**config.mk**
```make
export PLATFORM = sky130hd
export DESIGN_NAME = instr_encoder
export DESIGN_NICKNAME = d
export VERILOG_FILES = /design/src/rtl/riscv_pkg.sv /design/src/rtl/enc_fifo2.sv /design/src/rtl/instr_encoder.sv
export SDC_FILE = /design/constraint.sdc
export NUM_CORES = 1
export LEC_CHECK = 0
export BUFFER_PORTS_ARGS = -buffer_cell sky130_fd_sc_hd__buf_2
export CAP_MARGIN = 25
export CORE_ASPECT_RATIO = 0.9
export CORE_MARGIN = 4
export CORE_UTILIZATION = 40
export DETAILED_ROUTE_END_ITERATION = 8
export GPL_ROUTABILITY_DRIVEN = 0
export PLACE_DENSITY_LB_ADDON = 0.1
export SLEW_MARGIN = 20
export SYNTH_ARGS = -nofsm -noshare
export SYNTH_HDL_FRONTEND = slang
export SYNTH_SLANG_ARGS = --single-unit
```
**constraint.sdc**
```tcl
create_clock -name clk -period 3.2 [get_ports clk]
set_input_delay 0.64 -clock clk [delete_from_list [all_inputs] [get_ports clk]]
set_output_delay 0.64 -clock clk [all_outputs]
set_load 0.05 [all_outputs]
```
**src/rtl/riscv_pkg.sv**
```systemverilog
// Shared RV32I definitions: instruction format codes, base opcodes and the
// signed immediate ranges each format can represent.
package riscv_pkg;

  typedef enum logic [2:0] {
    FMT_R = 3'd0,
    FMT_I = 3'd1,
    FMT_S = 3'd2,
    FMT_B = 3'd3,
    FMT_U = 3'd4,
    FMT_J = 3'd5
  } fmt_e;

  localparam logic [6:0] OP_LUI    = 7'h37;
  localparam logic [6:0] OP_AUIPC  = 7'h17;
  localparam logic [6:0] OP_JAL    = 7'h6F;
  localparam logic [6:0] OP_JALR   = 7'h67;
  localparam logic [6:0] OP_BRANCH = 7'h63;
  localparam logic [6:0] OP_LOAD   = 7'h03;
  localparam logic [6:0] OP_STORE  = 7'h23;
  localparam logic [6:0] OP_IMM    = 7'h13;
  localparam logic [6:0] OP_REG    = 7'h33;

  localparam int IMM12_MIN = -2048;
  localparam int IMM12_MAX = 2047;
  localparam int IMMB_MIN  = -4096;
  localparam int IMMB_MAX  = 4094;
  localparam int IMMJ_MIN  = -1048576;
  localparam int IMMJ_MAX  = 1048574;

  function automatic logic in_range(input logic [31:0] v, input int lo, input int hi);
    return ($signed(v) >= lo) && ($signed(v) <= hi);
  endfunction

endpackage

```
**src/rtl/enc_fifo2.sv**
```systemverilog
// Two-entry FIFO holding encoded words; reports full/empty and presents the head.
module enc_fifo2 #(
  parameter int WIDTH = 33
) (
  input  logic             clk,
  input  logic             rst,
  input  logic             push,
  input  logic             pop,
  input  logic [WIDTH-1:0] wdata,
  output logic [WIDTH-1:0] rdata,
  output logic             full,
  output logic             empty
);

  logic [WIDTH-1:0] mem [2];
  logic             wr_ptr;
  logic             rd_ptr;
  logic [1:0]       count;
  logic             do_push;
  logic             do_pop;

  assign full    = (count == 2'd2);
  assign empty   = (count == 2'd0);
  assign do_push = push && !full;
  assign do_pop  = pop && !empty;
  assign rdata   = mem[rd_ptr];

  // Storage is not reset; empty gates every use of the head entry.
  always_ff @(posedge clk) begin
    if (do_push) mem[wr_ptr] <= wdata;
  end

  always_ff @(posedge clk or posedge rst) begin
    if (rst) begin
      wr_ptr <= 1'b0;
      rd_ptr <= 1'b0;
      count  <= 2'd0;
    end else begin
      if (do_push) wr_ptr <= ~wr_ptr;
      if (do_pop)  rd_ptr <= ~rd_ptr;
      if (do_push && !do_pop)      count <= count + 2'd1;
      else if (!do_push && do_pop) count <= count - 2'd1;
    end
  end

endmodule

```
**src/rtl/instr_encoder.sv**
```systemverilog
// RV32I instruction encoder: combinational field packing and immediate range
// checks, buffered through a 2-entry FIFO with encode/error statistics.
module instr_encoder
  import riscv_pkg::*;
(
  input  logic        clk,
  input  logic        rst,
  input  logic        in_valid,
  output logic        in_ready,
  input  logic [2:0]  fmt,
  input  logic [6:0]  opcode,
  input  logic [4:0]  rd,
  input  logic [4:0]  rs1,
  input  logic [4:0]  rs2,
  input  logic [2:0]  funct3,
  input  logic [6:0]  funct7,
  input  logic [31:0] imm,
  output logic        out_valid,
  input  logic        out_ready,
  output logic [31:0] out_instr,
  output logic        out_err,
  output logic [15:0] enc_count,
  output logic [15:0] err_count
);

  logic [31:0] word;
  logic        err;
  logic [32:0] head;
  logic        full;
  logic        empty;
  logic        ready_q;
  logic        pop;

  // Erroneous entries still carry the truncated fields; only reserved formats zero the word.
  always_comb begin
    word = 32'h0;
    err  = 1'b0;
    case (fmt)
      FMT_R: word = {funct7, rs2, rs1, funct3, rd, opcode};
      FMT_I: begin
        word = {imm[11:0], rs1, funct3, rd, opcode};
        err  = !in_range(imm, IMM12_MIN, IMM12_MAX);
      end
      FMT_S: begin
        word = {imm[11:5], rs2, rs1, funct3, imm[4:0], opcode};
        err  = !in_range(imm, IMM12_MIN, IMM12_MAX);
      end
      FMT_B: begin
        word = {imm[12], imm[10:5], rs2, rs1, funct3, imm[4:1], imm[11], opcode};
        err  = !in_range(imm, IMMB_MIN, IMMB_MAX) || imm[0];
      end
      FMT_U: begin
        word = {imm[31:12], rd, opcode};
        err  = (imm[11:0] != 12'h0);
      end
      FMT_J: begin
        word = {imm[20], imm[10:1], imm[11], imm[19:12], rd, opcode};
        err  = !in_range(imm, IMMJ_MIN, IMMJ_MAX) || imm[0];
      end
      default: begin
        word = 32'h0;
        err  = 1'b1;
      end
    endcase
  end

  // Holds in_ready low through reset and until the first edge after release.
  always_ff @(posedge clk or posedge rst) begin
    if (rst) ready_q <= 1'b0;
    else     ready_q <= 1'b1;
  end

  assign in_ready  = ready_q && !full;
  assign out_valid = !empty;
  assign out_instr = out_valid ? head[31:0] : 32'h0;
  assign out_err   = out_valid ? head[32] : 1'b0;
  assign pop       = out_valid && out_ready;

  enc_fifo2 #(.WIDTH(33)) u_fifo (
    .clk   (clk),
    .rst   (rst),
    .push  (in_valid && in_ready),
    .pop   (pop),
    .wdata ({err, word}),
    .rdata (head),
    .full  (full),
    .empty (empty)
  );

  always_ff @(posedge clk or posedge rst) begin
    if (rst) begin
      enc_count <= 16'h0;
      err_count <= 16'h0;
    end else if (pop) begin
      enc_count <= enc_count + 16'h1;
      if (out_err && (err_count != 16'hFFFF)) err_count <= err_count + 16'h1;
    end
  end

endmodule

```
# [Word-level counts from Yosys, hierarchy flattened]
# Memory sizes are Yosys's and may differ from the RTL's.
# Cells that the tools add are included.
[word_totals] reg_bits=37 word_cells=60 mem_count=1 ramBits=66
[classes] bitwise_logic=2 eq_ne=7 n_mux=8 addsub=4 n_lt_le_gt_ge=6 n_reduce_logical=26
[memory_table] name="u_fifo.mem" words=2 word_bits=33 read_ports=1 rd_ports_with_merged_regs=0 wr=1 line="enc_fifo2.sv:15" rtl="logic [WIDTH-1:0] mem [2];"
[op_table] operator="$pmux 32 s6" count=1
[op_table] operator="$add 16x1->16 const B" count=2
[op_table] operator="$ge 32x12->1 const B" count=1
[op_table] operator="$ge 32x13->1 const B" count=1
[op_table] operator="$ge 32x21->1 const B" count=1
[op_table] operator="$le 32x12->1 const B" count=1
[op_table] operator="$le 32x13->1 const B" count=1
[op_table] operator="$le 32x21->1 const B" count=1
[op_table] operator="$mux 32" count=1
[op_table] operator="$ne 16x16->1 const B" count=1
[op_table] operator="$reduce_bool 12->1" count=1
[op_table] operator="$logic_and 1x1->1" count=11
[op_table] operator="$logic_not 1->1" count=7
[op_table] operator="$eq 3x2->1 const B" count=2
[op_table] operator="$eq 3x3->1 const B" count=2
[op_table] operator="$pmux 1 s5" count=1
[op_table] operator="$mux 2" count=2
[op_table] operator="$eq 3x1->1 const B" count=1
[op_table] operator="$logic_not 3->1" count=1
[op_table] operator="$mux 1" count=3
[op_table] operator="$add 2x1->2 const B" count=1
[op_table] operator="$eq 2x2->1 const B" count=1
[op_table] operator="$logic_not 2->1" count=1
[op_table] operator="$logic_or 1x1->1" count=2
[op_table] operator="other kinds (5)" count=6

# [Depth between registers and ports, before layout]
# Gate-level depths: netlist of run 1.
[depth] word_depth=9 mapped_depth=9 depth_no_buf=8

# [Modules after synthesis]
# A second synthesis of run 1 with hierarchy kept.
[hier_totals] cells_unflattened=425 hier_area_um2=5233.8
[by_module_without_submodules] mod="enc_fifo2" cells_each=123 seq_area_each_um2=2082.0 area_each_um2=2733.9 instances=1
[by_module_without_submodules] mod="instr_encoder" cells_each=302 seq_area_each_um2=825.8 area_each_um2=2499.9 instances=1

# [Least setup slack after synthesis of run 1]
# No wires, ideal clock.
[synth_path] path_kind="reg2reg" start="reg u_fifo.count[0]" end="mem u_fifo.mem[0][0] (enable)" t_required_ns=2.777 arrival_ns=3.423 synth_period_minus_slack_ns=3.847 path_stages_with_launch=6 setup_slack_ns=-0.647 setup_time_ns=0.423 path_cell_list="dfrtp_1 buf_4 inv_1 a21boi_0 nand2_1 nor2_1"
[synth_between] elab_chain_len=7
[synth_rtl] element="from (decl)" line="enc_fifo2.sv:18" rtl="logic [1:0] count;"
[synth_rtl] element="from (signal assigned)" line="enc_fifo2.sv:41" rtl="if (do_push && !do_pop) count <= count + 2'd1;"
[synth_rtl] element="from (signal assigned)" line="enc_fifo2.sv:42" rtl="else if (!do_push && do_pop) count <= count - 2'd1;"
[synth_rtl] element="$eq 2x2->1" line="enc_fifo2.sv:22" rtl="assign full = (count == 2'd2);"
[synth_rtl] element="$logic_not 1->1" line="instr_encoder.sv:73" rtl="assign in_ready = ready_q && !full;"
[synth_rtl] element="$logic_and 1x1->1" line="instr_encoder.sv:73"
[synth_rtl] element="via in_ready" line="instr_encoder.sv:9" rtl="output logic in_ready,"
[synth_rtl] element="$logic_and 1x1->1" line="instr_encoder.sv:82" rtl=".push (in_valid && in_ready),"
[synth_rtl] element="$logic_and 1x1->1" line="enc_fifo2.sv:24" rtl="assign do_push = push && !full;"
[synth_rtl] element="$mux 1" line="enc_fifo2.sv:30" rtl="if (do_push) mem[wr_ptr] <= wdata;"
[synth_rtl] element="$mux 1 (implied by the code)" line="enc_fifo2.sv:30"
[synth_rtl] element="to (decl)" line="enc_fifo2.sv:15"
# The timed path passes the listed nets, and every way through them passes these cells.

# [Worst setup path in the final report of run 1]
[layout_path] start="reg u_fifo.rd_ptr" end="out out_instr[22]"
[layout_between] elab_chain_len=2
[layout_rtl] element="from (decl)" line="enc_fifo2.sv:17" rtl="logic rd_ptr;"
[layout_rtl] element="from (signal assigned)" line="enc_fifo2.sv:40" rtl="if (do_pop) rd_ptr <= ~rd_ptr;"
[layout_rtl] element="$mem_v2 2x33"
[layout_rtl] element="$mux 32" line="instr_encoder.sv:75" rtl="assign out_instr = out_valid ? head[31:0] : 32'h0;"
[layout_rtl] element="to (decl)" line="instr_encoder.sv:20" rtl="output logic [31:0] out_instr,"
# No other way between the ends.

==> results.txt, run 1 <==
status = finished, final reports clean
Leak Pwr = 2.67 nW
clk sinks = 103
CTS resizes = 0
CP endpoint kind = output port
DRT antenna net count = 0
Setup Viol. Count Final = 0
Setup Skew = 0.00456 ns
Max Root-Sink Buffers = 2
first-pass GRT wire length = 19,300 um
data arrival time of the worst path = 1.94 ns
Reg2Reg Depth = 5
Ports = 138
max-cap viol count = 0
vias in the first global route = 3,795
Total GRT Usage = 17.0%
VDD IR max = 0.000357 V
share of the synthesized area in the top cell type = 40.0%
Hold Path Class = in2async
Reg clk slew, reported paths = 0.06 ns
Hold Buf Count CTS = 0
Commonest cells post-synth = edfxtp_1, nor2_1, dfrtp_1, mux2i_1, nand2_1
Synth cell types = 40
residual DRC count = 0
largest fanout on the critical path = 18
type of origin of the critical path = register
Overflow after GRT = 0
Layout Nets = 635
kind of critical path = reg2out
Post-synth ARST share = 35.9%
Worst Max-Slew Pin Slew = 0.849 ns
Seq/Total Area, Yosys = 58.6%
syn avg cell area = 11.5 um^2
relative slew slack = 43.3%
area of the mapped netlist = 0.00496 mm^2
Num CTS Buffers = 9
Synth Net Count = 507
WL per Instance = 16.2 um
Vias/cell = 5.19
number of synthesized flops with an enable pin = 66
layout cell share with drive strength beyond 1 = 29.3%
ant diodes = 0
die area = 0.0142 mm^2
Syn-to-layout area delta = 22.4%
drt pass-1 iters = 4
largest net degree at the start of global routing = 44
TNS Setup = 0 ns
via count = 3,765
Die Width = 125 um
initial antenna violation count = 0
Synth area leaders = edfxtp_1, dfrtp_1, mux2i_1
max-slew violations = 0
Cell Pwr Density = 862 mW/mm^2
later-pin clock latency in the skew report = 0.35 ns
f_max = 387 MHz
CP required = 2.56 ns
Detail Placement HPWL = 8420 um
initial cell density of the core = 41.1%
CTS tree = built
Final Core Density = 50.3%
drt initial violations = 248
count leader, synth = edfxtp_1
final cycle utilization of the critical path = 80.8%
Core Region = 0.0121 mm^2
wirelength, routed = 11,800 um
cell taking the most area after synthesis = edfxtp_1
#FFs+latches synth = 103
# port buffers = 137
ys flop type = edfxtp_1
crit path time final = 2.58 ns
Gate Count Post-Synth = 433
final hold violations = 0
clock root cell = clkbuf_16
unrepaired setup endpoints after global routing = false
# rows = 38
Setup Buffers After CTS = 0
die height = 114 um
Ys Warns = 0
H-tree levels = 3
layer usage:
layer  track usage [%]  wire length, um  vias up
met5                 0                0        -
met4              4.26               92        0
met3              4.68              811        8
met2              26.6             5380      157
met1              23.6             5500     1781
li1                  -                -     1819
power breakdown:
part	total, mW	internal, mW	switching [mW]
logic	2.31	0.587	1.72
registers	1.86	1.65	0.210
clock network	1.06	0.599	0.460
total	5.23	2.84	2.39
through the flow:
stage	power (mW)	setup WS, ns	instance area, um^2	hold slack, ns	instances
after CTS	5.30	0.571	6070	0.441	726
after global placement	4.21	0.881	5790	0.454	710
after detailed placement	4.24	0.807	5790	0.458	710
after floorplan	3.64	0.370	4960	0.479	433
after global routing	5.50	0.467	6070	0.486	726
final	5.23	0.615	6070	0.420	726
worst paths after layout:
check	start	to	slack (ns)
setup / recovery	u_fifo.rd_ptr$_DFFE_PP0P_	out_instr[22]	0.62
hold / removal	rst	err_count[0]$_DFFE_PP0P_	0.42
setup reg to reg	u_fifo.rd_ptr$_DFFE_PP0P_	err_count[11]$_DFFE_PP0P_	1.10
hold reg to reg	enc_count[15]$_DFFE_PP0P_	enc_count[15]$_DFFE_PP0P_	0.47
max in group asynchronous	rst	enc_count[10]$_DFFE_PP0P_	2.06
min in group clk	enc_count[15]$_DFFE_PP0P_	enc_count[15]$_DFFE_PP0P_	0.47
worst max-delay path: stages, from the launching register on:
cell and delay [ns]:
dfrtp_2 0.73, buf_4 0.31, mux2i_1 0.24, nor2_1 0.06, buf_2 0.25
cells in the final DEF, fill, tap and decap left out, types with 10 or more instances in the layout:
master and count:
xnor2_1 22, buf_2 137, inv_1 20, o21ai_0 10, xor2_1 11, a22oi_1 17
nor2_1 48, nand2_1 33, and2_1 10, nand3_1 11, mux2i_1 37, edfxtp_1 66
nor4_1 10, dfrtp_1 36, nand4_1 17, o22ai_1 14
sequential cells by signal, summed over array words and instances, names as in the netlist:
signal         cells
u_fifo.mem        66
err_count         16
u_fifo.rd_ptr      1
u_fifo.count       2
u_fifo.wr_ptr      1
enc_count         16
ready_q            1
logic make-up (layout without fill, tap and decap cells):
group | count (synthesis) | after routing | share of synthesized area, %
DFF | 103 | 103 | 58.6
xor gates and xnor gates | 33 | 33 | 5.83
AOI/OAI and AO/OA | 52 | 52 | 6.91
muxes | 41 | 41 | 8.38
and+or+nand+nor | 156 | 156 | 15.8
other | 1 | 1 | 0.0756
buffers and inverters | 44 | 177 | 3.61
adders and majority gates | 3 | 3 | 0.757
area by class of cell:
class	instances	area, um^2
timing repair buffer	141	716
inverter	20	75.1
fill	1162	6010
clock buffer	11	233
sequential	103	2910
tap	160	200
multi-input combinational	286	1890
clock inverter	5	48.8
(Power assumes the default switching activity.)
==> run 2, diff against run 1 <==
--- a/config.mk
+++ b/config.mk
@@ -5,6 +5,7 @@
 export SDC_FILE = /design/constraint.sdc
 export NUM_CORES = 1
 export LEC_CHECK = 0
+export ABC_AREA = 1
 export BUFFER_PORTS_ARGS = -buffer_cell sky130_fd_sc_hd__buf_2
 export CAP_MARGIN = 25
 export CORE_ASPECT_RATIO = 0.9
==> constraint.sdc (replaced) <==
create_clock -name clk -period 2.6 [get_ports clk]
set_input_delay 0.52 -clock clk [delete_from_list [all_inputs] [get_ports clk]]
set_output_delay 0.52 -clock clk [all_outputs]
set_load 0.05 [all_outputs]
==> run 2 against run 1 <==
Via count increased by 21%. Final cell count is 26% higher. Synthesized area grew 7.6%. Utilization increased by 0.35 points. Wire length increased by 16%. Design area is 7.4% higher. Register-to-register slack got worse by 0.33 ns. Clock-buffer cell count down 2. Critical endpoint is now out_instr[20]. Largest power group unchanged.
==> results.txt, run 2 <==
Top Metal Used = met4
wirelength, routed = 13,600 um (+16%)
die area = 0.0153 mm^2 (+7.1%)
R2R Path End = err_count[8]$_DFFE_PP0P_
via count = 4,570 (+21%)
type of origin of the critical path = register
Total GRT Usage = 18.3% (+1.3 points)
#FFs+latches synth = 103 (unchanged)
count leader, synth = nand2_1
Place WS = 0.484 ns (-0.323 ns)
Num CTS Buffers = 9 (unchanged)
CP endpoint kind = output port
Worst Max-Slew Pin Slew = 0.520 ns (-0.328 ns)
WL per Instance = 14.9 um (-8.1%)
Core Region = 0.0129 mm^2 (+6.7%)
CTS resizes = 0 (unchanged)
f_max = 438 MHz
residual DRC count = 0 (unchanged)
number of synthesized flops with an enable pin = 66 (unchanged)
biggest regs = u_fifo.mem: 66 flops, enc_count: 16 flops, err_count: 16 flops
Reg2Reg Depth = 9 (+4)
Overflow after GRT = 0 (unchanged)
kind of critical path = reg2out
most frequent cells in the layout = nand2_1, buf_2, edfxtp_1
Synth cell types = 38 (-5.0%)
DRT antenna net count = 0 (unchanged)
Vias/cell = 4.99 (-3.7%)
R2R Path Start = u_fifo.rd_ptr$_DFFE_PP0P_
drt pass-1 iters = 5 (+1)
vias in the first global route = 4,466 (+18%)
Synth area leaders = edfxtp_1, dfrtp_1, nand2_1
Cell Area, Placed = 0.00624 mm^2 (+7.8%)
Gate Count Post-Synth = 605 (+40%)
clk sinks = 103 (unchanged)
later-pin clock latency in the skew report = 0.34 ns (about the same)
largest fanout on the critical path = 21 (+3)
max-slew violations = 0 (unchanged)
Final Core Density = 50.6% (+0.35 points)
met3 wire length = 964 um (+19%)
Seq/Total Area, Yosys = 54.5% (-4.2 points)
VDD IR max = 0.000881 V (+150%)
CTS tree = built
FF-to-FF setup slack = 0.77 ns (-0.33 ns)
Detail Placement HPWL = 10,300 um (+22%)
Ys Warns = 0 (unchanged)
H-tree levels = 3 (unchanged)
Leak Pwr = 3.01 nW (+13%)
layout cell share with drive strength beyond 1 = 24.9% (-4.4 points)
drt initial violations = 309 (+25%)
clock root cell = clkbuf_16
Reg clk slew, reported paths = 0.07 ns (about the same)
Setup Viol. Count Final = 0 (unchanged)
Hold Path Class = in2async
Post-synth ARST share = 35.9% (unchanged)
final hold violations = 0 (unchanged)
WHS = 0.277 ns (-0.143 ns)
Setup Buffers After CTS = 0 (unchanged)
Setup Skew = 0.00628 ns (+0.00172 ns)
Ports = 138 (unchanged)
crit path time final = 2.28 ns
# port buffers = 137 (unchanged)
status = finished, final reports clean
TNS Setup = 0 ns (unchanged)
total power = 6.56 mW (+25%)
Layout Nets = 820 (+29%)
share of the synthesized area in the top cell type = 37.1% (-2.8 points)
Setup crit end = out_instr[20]
Final Instance Area = 0.00652 mm^2 (+7.4%)
Syn-to-layout area delta = 22.1%
Seq. cell area = 0.00291 mm^2 (about the same)
final cycle utilization of the critical path = 87.8%
Commonest cells post-synth = nand2_1, edfxtp_1, inv_1
# rows = 39 (+2.6%)
Hold Buf Count CTS = 0 (unchanged)
largest net degree at the start of global routing = 38 (-14%)
Cell Pwr Density = 1010 mW/mm^2 (+17%)
commonest non-fill, non-tap cell in the layout = nand2_1
syn avg cell area = 8.82 um^2 (-23%)
Non-Filler Instances = 915 (+26%)
first-pass GRT wire length = 22,200 um (+15%)
cell taking the most area after synthesis = edfxtp_1
die height = 118 um (+3.5%)
data arrival time of the worst path = 1.76 ns (-0.18 ns)
crit path launch = u_fifo.count[0]$_DFFE_PP0P_
unrepaired setup endpoints after global routing = false
initial cell density of the core = 41.4% (+0.37 points)
Max Root-Sink Buffers = 2 (unchanged)
Fillers = 1,236 (+6.4%)
ys flop type = edfxtp_1
dpl cells = 899 (+27%)
area of the mapped netlist = 0.00534 mm^2 (+7.6%)
Synth Net Count = 679 (+34%)
Die Width = 130 um (+3.5%)
most flop-heavy register = u_fifo.mem
relative slew slack = 65.2% (+22 points)
Largest register FFs = 66 (unchanged)
setup ws final = 0.318 ns (-0.297 ns)
ant diodes = 0 (unchanged)
initial antenna violation count = 0 (unchanged)
CP required = 2.08 ns (-0.48 ns)
multi-input logic area = 0.00212 mm^2 (+12%)
max-cap viol count = 0 (unchanged)
DRT met1 WL = 6330 um (+15%)
Routed met2 length = 6180 um (+15%)
run 2: changes by cell type after synthesis, sizes merged, moves of 8 or more:
cell,change
nand2,+156
inv,+45
mux2i,-37
a21oi,+36
nor2,+19
a22oi,-17
o22ai,-13
and2,-9
nand3,+9
o221ai,+8
run 2: cell type report:
cell class	instances	area share, %
Clock inverter	7	0.844
Multi-Input combinational cell	419	32.5
Tap cell	164	3.15
Inverter	67	3.89
Timing Repair Buffer	146	11.6
Sequential cell	103	44.6
Clock buffer	9	3.45
run 2: metal layers:
| layer | GRT usage (%) | vias up |
|---|---|---|
| met3 | 3.99 | 14 |
| li1 | - | 2266 |
| met4 | 4.94 | 0 |
| met1 | 26.6 | 2119 |
| met2 | 27.4 | 171 |
| met5 | 0 | - |
run 2: critical path, cell delays in order (launching register included):
cell and delay (ns):
dfrtp_1 0.40, nor2_2 0.05, buf_4 0.19, buf_4 0.23, a21oi_1 0.23, buf_2 0.31
run 2: cells by family (layout without fill, tap and decap cells):
logic type,count (synthesis),after routing,share of synthesized area (%)
other cells,1,1,0.0702
fa+ha+maj,3,3,0.703
flops,103,103,54.5
compound gates,67,67,7.38
buf+inv,83,229,6.09
xor+xnor,34,34,5.72
simple gates,314,314,25.6
run 2: worst min path at each step:
stage / to / from
2_1_floorplan: u_fifo.count[0]$_DFFE_PP0P_ / u_fifo.count[0]$_DFFE_PP0P_
3_3_place_gp: enc_count[12]$_DFFE_PP0P_ / enc_count[12]$_DFFE_PP0P_
3_5_place_dp: enc_count[12]$_DFFE_PP0P_ / enc_count[12]$_DFFE_PP0P_
4_1_cts: err_count[7]$_DFFE_PP0P_ / rst
5_1_grt: err_count[7]$_DFFE_PP0P_ / rst
6_report: err_count[8]$_DFFE_PP0P_ / rst
run 2: where the power goes:
group / switching [mW] / total [mW] / internal [mW]
registers: 0.169 / 2.19 / 2.03
clock network: 0.602 / 1.26 / 0.661
logic: 2.42 / 3.11 / 0.683
==> run 3, diff against run 2 <==
--- a/config.mk
+++ b/config.mk
@@ -11,6 +11,7 @@
 export CORE_ASPECT_RATIO = 0.9
 export CORE_MARGIN = 4
 export CORE_UTILIZATION = 40
+export CTS_BUF_LIST = sky130_fd_sc_hd__clkbuf_4 sky130_fd_sc_hd__clkbuf_8
 export DETAILED_ROUTE_END_ITERATION = 8
 export GPL_ROUTABILITY_DRIVEN = 0
 export PLACE_DENSITY_LB_ADDON = 0.1
==> run 3 against run 2 <==
Die area unchanged. Setup slack got worse by 0.040 ns. Global-route usage decreased by 0.076 points. Combinational power about the same. Largest cell class unchanged. Largest power group unchanged. Critical endpoint unchanged. Hold slack got worse by 0.038 ns. Sequential cell count unchanged. Highest routed layer unchanged. Register-to-register slack about the same. Final cell count unchanged. Wire length decreased by 0.13%. Utilization decreased by 0.79 points. Via count decreased by 0.28%.
==> results.txt, run 3 (synthesis gave the netlist of run 2 again) <==
status = finished, final reports clean
R2R Path Start = u_fifo.rd_ptr$_DFFE_PP0P_
Total GRT Usage = 18.2% (-0.076 points)
clk sinks = 103 (unchanged)
DRT antenna net count = 0 (unchanged)
Vias/cell = 4.98 (-0.28%)
CTS tree = built
initial cell density of the core = 41.4% (unchanged)
die height = 118 um (unchanged)
via count = 4,557 (-0.28%)
Routed met2 length = 6040 um (-2.3%)
Largest register FFs = 66 (unchanged)
layout cell share with drive strength beyond 1 = 24.9% (unchanged)
first-pass GRT wire length = 22,100 um (-0.46%)
drt pass-1 iters = 5 (unchanged)
Hold Buf Count CTS = 0 (unchanged)
drt initial violations = 317 (+2.6%)
die area = 0.0153 mm^2 (unchanged)
H-tree levels = 3 (unchanged)
crit path launch = u_fifo.count[1]$_DFFE_PP0P_
type of origin of the critical path = register
Cell Pwr Density = 970 mW/mm^2 (-3.6%)
Num CTS Buffers = 9 (unchanged)
unrepaired setup endpoints after global routing = false
Max Root-Sink Buffers = 2 (unchanged)
residual DRC count = 0 (unchanged)
FF-to-FF setup slack = 0.77 ns (about the same)
# port buffers = 137 (unchanged)
final cycle utilization of the critical path = 89.3% (+1.5 points)
Layout Nets = 820 (unchanged)
WL per Instance = 14.9 um (-0.13%)
CP required = 2.08 ns (about the same)
Leak Pwr = 2.97 nW (-1.5%)
crit path time final = 2.32 ns (+0.0403 ns)
CTS resizes = 0 (unchanged)
Setup Buffers After CTS = 0 (unchanged)
initial antenna violation count = 0 (unchanged)
Ports = 138 (unchanged)
most flop-heavy register = u_fifo.mem
Worst Max-Slew Pin Slew = 0.529 ns (+0.00854 ns)
relative slew slack = 64.6% (-0.57 points)
Hold Path Class = in2async
Reg clk slew, reported paths = 0.10 ns (+0.03 ns)
Syn-to-layout area delta = 20.2%
clock root cell = clkbuf_8
max-cap viol count = 0 (unchanged)
ant diodes = 0 (unchanged)
Setup Skew = 0.0108 ns (+0.00448 ns)
Reg2Reg Depth = 9 (unchanged)
Overflow after GRT = 0 (unchanged)
met3 wire length = 909 um (-5.7%)
dpl cells = 899 (unchanged)
most frequent cells in the layout = nand2_1, buf_2, edfxtp_1
biggest regs = u_fifo.mem: 66 flops, enc_count: 16 flops, err_count: 16 flops
data arrival time of the worst path = 1.80 ns (+0.04 ns)
Fillers = 1,249 (+1.1%)
max-slew violations = 0 (unchanged)
R2R Path End = err_count[8]$_DFFE_PP0P_
# rows = 39 (unchanged)
WHS = 0.240 ns (-0.0376 ns)
CP endpoint kind = output port
Seq. cell area = 0.00291 mm^2 (unchanged)
f_max = 431 MHz (-1.7%)
later-pin clock latency in the skew report = 0.38 ns (+0.04 ns)
largest fanout on the critical path = 21 (unchanged)
Non-Filler Instances = 915 (unchanged)
Top Metal Used = met4
VDD IR max = 0.000762 V (-14%)
multi-input logic area = 0.00212 mm^2 (unchanged)
largest net degree at the start of global routing = 38 (unchanged)
commonest non-fill, non-tap cell in the layout = nand2_1
Detail Placement HPWL = 10,300 um (unchanged)
DRT met1 WL = 6490 um (+2.5%)
Core Region = 0.0129 mm^2 (unchanged)
wirelength, routed = 13,600 um (-0.13%)
final hold violations = 0 (unchanged)
Die Width = 130 um (unchanged)
kind of critical path = reg2out
Setup Viol. Count Final = 0 (unchanged)
vias in the first global route = 4,425 (-0.92%)
-- run 3: changes by cell type in the layout (fill, tap and decap cells not counted) --
cell | previous run | this run
clkbuf_8 | 0 | 9
clkbuf_16 | 9 | 0
-- run 3: how the worst max path moves through the flow --
stage,slack [ns],cells past startpoint,to
after global placement,0.59,7,u_fifo.mem[0][31]$_DFFE_PP_
after CTS,0.23,5,out_instr[20]
after global routing,0.13,5,out_instr[20]
after floorplan,-0.25,3,u_fifo.mem[0][0]$_DFFE_PP_
final,0.28,5,out_instr[20]
after detailed placement,0.48,7,u_fifo.mem[0][31]$_DFFE_PP_
-- run 3: area by class of cell --
| type | count | area share (%) |
|---|---|---|
| clock inverters | 7 | 0.858 |
| inverters | 67 | 3.96 |
| flip-flops and latches | 103 | 45.3 |
| multi-input cells | 419 | 33.0 |
| well taps | 164 | 3.20 |
| clock buffers | 9 | 1.93 |
| repair buffers | 146 | 11.7 |
-- run 3: where the power goes --
group          switching (mW)  internal [mW]  total [mW]
Clock                   0.568          0.360       0.928
Sequential              0.170           2.02        2.19
Combinational            2.43          0.683        3.11
-- run 3: metrics by stage --
stage | util [%] | total power, mW | setup WS, ns | cell area [um^2] | TNS [ns]
2_1_floorplan | - | 4.53 | -0.254 | 5340 | -16.79
3_3_place_gp | 48.4 | 5.33 | 0.589 | 6240 | 0
3_5_place_dp | 48.4 | 5.36 | 0.484 | 6240 | 0
4_1_cts | 49.8 | 6.30 | 0.233 | 6420 | 0
5_1_grt | 49.8 | 6.60 | 0.126 | 6420 | 0
6_report | 49.8 | 6.23 | 0.278 | 6420 | 0
-- run 3: critical path: stages, from the launching register on --
cell     delay [ns]
dfrtp_1        0.42
nor2_2         0.04
buf_4          0.19
buf_4          0.23
a21oi_1        0.23
buf_2          0.31
-- run 3: routing by layer --
| metal | vias up | global-route usage [%] |
|---|---|---|
| met2 | 171 | 27.2 |
| met4 | 0 | 4.55 |
| met5 | - | 0 |
| li1 | 2261 | - |
| met1 | 2107 | 26.6 |
| met3 | 18 | 4.26 |
